--- config.mk ---
export PLATFORM = sky130hd
export DESIGN_NAME = acc_unit
export DESIGN_NICKNAME = d
export VERILOG_FILES = /design/src/rtl/add_pkg.sv /design/src/rtl/acc_adder.sv /design/src/rtl/acc_unit.sv
export SDC_FILE = /design/constraint.sdc
export NUM_CORES = 1
export LEC_CHECK = 0
export CAP_MARGIN = 10
export CORE_AREA = 5 5 51 53
export CTS_BUF_LIST = sky130_fd_sc_hd__clkbuf_2 sky130_fd_sc_hd__clkbuf_4 sky130_fd_sc_hd__clkbuf_8
export DETAILED_ROUTE_END_ITERATION = 10
export DIE_AREA = 0 0 56 58
export GPL_TIMING_DRIVEN = 1
export HOLD_SLACK_MARGIN = 0.03
export PLACE_DENSITY = 0.79
export SLEW_MARGIN = 10
export SYNTH_ARGS = -nofsm -noshare
export SYNTH_HDL_FRONTEND = slang
export SYNTH_SLANG_ARGS = --single-unit
--- constraint.sdc ---
create_clock -name clk -period 4.63 [get_ports clk]
set_clock_uncertainty 0.15 [all_clocks]
set_input_delay 0.926 -clock clk [delete_from_list [all_inputs] [get_ports clk]]
set_output_delay 0.926 -clock clk [all_outputs]
set_load 0.03 [all_outputs]
--- src/rtl/add_pkg.sv ---
// Shared definitions for the burst accumulator: default width, FSM state encoding
// and operation encoding.
package add_pkg;

  localparam int WIDTH_DEF = 6;

  typedef enum logic {
    ST_ACCUM = 1'b0,
    ST_HOLD  = 1'b1
  } state_t;

  localparam logic OP_ADD = 1'b0;
  localparam logic OP_SUB = 1'b1;

endpackage

--- src/rtl/acc_adder.sv ---
// Stateless signed adder with carry-in; overflow is set when the exact
// result of a + b + cin does not fit in WIDTH signed bits.
module acc_adder #(
  parameter int WIDTH = add_pkg::WIDTH_DEF
) (
  input  logic signed [WIDTH-1:0] a,
  input  logic signed [WIDTH-1:0] b,
  input  logic                    cin,
  output logic signed [WIDTH-1:0] sum,
  output logic                    overflow
);

  logic [WIDTH:0] sum_ext;

  // One guard bit: the exact result fits iff the two top bits agree.
  always_comb begin
    sum_ext  = {a[WIDTH-1], a} + {b[WIDTH-1], b} + {{WIDTH{1'b0}}, cin};
    sum      = sum_ext[WIDTH-1:0];
    overflow = sum_ext[WIDTH] ^ sum_ext[WIDTH-1];
  end

endmodule

--- src/rtl/acc_unit.sv ---
// Burst accumulator: adds or subtracts signed beats until in_last, then holds
// the wrapped sum, sticky overflow and saturating beat count until consumed.
module acc_unit
  import add_pkg::*;
#(
  parameter int WIDTH = WIDTH_DEF,
  parameter int CNT_W = 4
) (
  input  logic                    clk,
  input  logic                    rst_n,
  input  logic                    in_valid,
  output logic                    in_ready,
  input  logic signed [WIDTH-1:0] in_data,
  input  logic                    in_op,
  input  logic                    in_last,
  output logic                    out_valid,
  input  logic                    out_ready,
  output logic signed [WIDTH-1:0] out_sum,
  output logic                    out_overflow,
  output logic [CNT_W-1:0]        out_count
);

  state_t state_q, state_d;

  logic signed [WIDTH-1:0] acc_p1;
  logic                    sticky_p1;
  logic [CNT_W-1:0]        cnt_p1;

  logic signed [WIDTH-1:0] add_b;
  logic signed [WIDTH-1:0] add_sum;
  logic                    add_cin;
  logic                    add_ovf;
  logic                    accept;
  logic                    release_hold;

  function automatic logic [CNT_W-1:0] cnt_sat_inc(input logic [CNT_W-1:0] c);
    if (&c) return c;
    return c + CNT_W'(1);
  endfunction

  // Subtraction reuses the adder as acc + ~in_data + 1.
  always_comb begin
    add_cin = (in_op == OP_SUB);
    add_b   = add_cin ? ~in_data : in_data;
  end

  acc_adder #(.WIDTH(WIDTH)) u_adder (
    .a        (acc_p1),
    .b        (add_b),
    .cin      (add_cin),
    .sum      (add_sum),
    .overflow (add_ovf)
  );

  always_ff @(posedge clk or negedge rst_n) begin
    if (!rst_n) state_q <= ST_ACCUM;
    else        state_q <= state_d;
  end

  always_comb begin
    state_d   = state_q;
    in_ready  = 1'b0;
    out_valid = 1'b0;
    case (state_q)
      ST_ACCUM: begin
        in_ready = 1'b1;
        if (in_valid && in_last) state_d = ST_HOLD;
      end
      ST_HOLD: begin
        out_valid = 1'b1;
        if (out_ready) state_d = ST_ACCUM;
      end
      default: state_d = ST_ACCUM;
    endcase
  end

  assign accept       = in_ready && in_valid;
  assign release_hold = out_valid && out_ready;

  // Stage p1: accumulator, sticky overflow and beat count
  always_ff @(posedge clk or negedge rst_n) begin
    if (!rst_n) begin
      acc_p1    <= '0;
      sticky_p1 <= 1'b0;
      cnt_p1    <= '0;
    end else if (accept) begin
      acc_p1    <= add_sum;
      sticky_p1 <= sticky_p1 | add_ovf;
      cnt_p1    <= cnt_sat_inc(cnt_p1);
    end else if (release_hold) begin
      acc_p1    <= '0;
      sticky_p1 <= 1'b0;
      cnt_p1    <= '0;
    end
  end

  assign out_sum      = acc_p1;
  assign out_overflow = sticky_p1;
  assign out_count    = cnt_p1;

endmodule

==> impl_metrics.tcl <==
set metrics [dict create \
    status "complete, no violations" \
    worstMarginPinSlew_ns 0.880 \
    vias 661 \
    grt_usage 0.121 \
    period_minus_slack_ns 3.14 \
    ys_seq_area_frac 0.362 \
    ioPinCount 25 \
    clkTransAtPathRegs_ns 0.06 \
    drt_iter0_drc 4 \
    rows 17 \
    synthesis.area_um2 830 \
    syn-num-nets 96 \
    power_leakage_nw 0.489 \
    grt_overflow 0 \
    synth_top_area_cell "dfrtp_1" \
    vias_per_cell 5.12 \
    rsz0062_at_grt "no" \
    yosys-top-cells-area "dfrtp_1, ha_1, xor2_1" \
    cts_hold_buf 0 \
    cp_max_fo 6 \
    maxSlewHeadroom 0.412 \
    cts_max_level 1 \
    grt_pass1_wl_um 3120 \
    core-area_mm2 0.00211 \
    cap_viol_max_count 0 \
    cts.sinks 12 \
    endpoint_kind "flip-flop" \
    timing.final.ws_setup_ns 1.49 \
    tns_ns 0 \
    yosys_warnings 0 \
    syn_inst 76 \
    grt_pass1_vias 673 \
    synth_edf_count 0 \
    port_buffers 24 \
    syn_area_per_cell_um2 10.9 \
    hold_viol 0 \
    setup_viol 0 \
    syn2layout_area_growth_pct 34.1 \
    ir_drop_mv 0.276 \
    ys_async_sr_fraction 1.00 \
    clockRootBuffer "clkbuf_4" \
    routedWlPerCell_um 13.6 \
    fp.dieH_um 58 \
    antenna_left 0 \
    cts_setup_buffers 0 \
    cts_tree "yes" \
    clock_path_buffers 2 \
    dpl.hpwl_um 1470 \
    drive_gt1_frac 0.0792 \
    nets 123 \
    final-max-slew-violation-count 0 \
    crit_type "in -> reg" \
    antenna_found_initial 0 \
    dr.pass1.iters 4 \
    die_area_mm2 0.00325 \
    start_util 0.394 \
    finalCritPeriodShare 0.678 \
    grt_max_degree 14 \
    drt_wl_total_um 1750 \
    clock_latency_ns 0.26 \
    setup.worst_path.start_class "input pin" \
    place_congestion 0.722 \
    timing.fmax_mhz 319 \
    die_w_um 56 \
    pre_cts_ws_ns 1.22 \
    rrSetupSlack_ns 2.35 \
    cts_made_buffers 3 \
    num-fill-cells 181 \
    drc 0 \
    n_antenna_cell 0 \
    p_per_area_mw_per_mm2 607 \
    cts_resized 0 \
    cp.required_ns 4.63 \
    synth_cell_types 27 \
    synth_ff_type "dfrtp_1" \
    hp-class "reg -> reg" \
    crit_arrival_ns 3.14 \
    netlist.area_leader.share 0.362 \
    ys_ff_latch 12 \
]
-- sequential cells by signal, summed over array words and instances, names as in the netlist --
name and count:
out_sum 6, out_count 4, out_overflow 1, state_q 1
-- cell families (layout without fill, tap and decap cells) --
group | Yosys count | count (layout) | synth area share
buffers and inverters | 4 | 29 | 0.0271
xor gates and xnor gates | 12 | 12 | 0.127
AOI/OAI and AO/OA | 17 | 17 | 0.196
adders and majority gates | 8 | 8 | 0.130
DFF | 12 | 12 | 0.362
and+or+nand+nor | 22 | 22 | 0.140
muxes | 1 | 1 | 0.0181
-- worst max-delay path: stages --
cell	delay, ns
clkdlybuf4s50_1	0.55
mux2_4	0.36
fa_1	0.42
a21oi_2	0.16
nor2_1	0.09
a2111oi_4	0.33
xnor2_1	0.11
a22o_1	0.18
-- report_power, final --
group	internal [mW]	switching [mW]
registers	0.145	0.0431
logic	0.200	0.228
clock network	0.0300	0.0292
-- synthesized netlist by cell type, types with 2 or more instances --
cell type  number
xnor2_1         2
a21oi_1         3
xor2_1         10
nor2_1          3
nand3_1         5
a22o_1          6
inv_1           2
dfrtp_1        12
ha_1            7
o21ai_0         3
nand2_1         7
-- worst paths after layout --
check                              from           end  cells after the start
max                               in_op  out_overflow                      8
min                        out_overflow  out_overflow                      1
max reg2reg                  out_sum[0]  out_overflow                      7
min reg2reg                out_overflow  out_overflow                      1
max in group asynchronous         rst_n  out_count[0]                      1
min in group asynchronous         rst_n  out_count[3]                      1
-- cell usage in the layout, fill, tap and decap left out, types with 3 or more instances in the layout --
cell              n
nand2_1           7
nand3_1           5
clkbuf_4          3
a22o_1            6
dfrtp_1          12
clkdlybuf4s50_1  24
xor2_1           10
a21oi_1           3
nor2_1            3
o21ai_0           3
ha_1              7
-- per-stage QoR --
step | util | std cells | hold slack, ns | total power [mW] | area (um2)
after floorplan | - | 76 | 0.480 | 0.486 | 830
after global placement | 0.518 | 126 | 0.350 | 0.609 | 1090
after detailed placement | 0.518 | 126 | 0.369 | 0.623 | 1090
after CTS | 0.528 | 129 | 0.384 | 0.685 | 1110
after global routing | 0.528 | 129 | 0.389 | 0.724 | 1110
final | 0.528 | 129 | 0.376 | 0.675 | 1110
-- routing by layer --
layer  wire, um  part of all wire  global-route usage
met1        753              0.43               0.134
met2        935              0.53               0.217
met3         61             0.035              0.0156
met4          0                 0              0.0814
met5          0                 0                   0
-- layout make-up --
| cell class | instances | area, um2 | area share |
|---|---|---|---|
| Timing Repair Buffer | 24 | 240 | 0.216 |
| Multi-Input combinational cell | 60 | 507 | 0.456 |
| Sequential cell | 12 | 300 | 0.270 |
| Clock buffer | 3 | 22.5 | 0.0202 |
| Tap cell | 28 | 35.0 | 0.0315 |
| Inverter | 2 | 7.51 | 0.00675 |
Power figures use the tool's default switching activity.
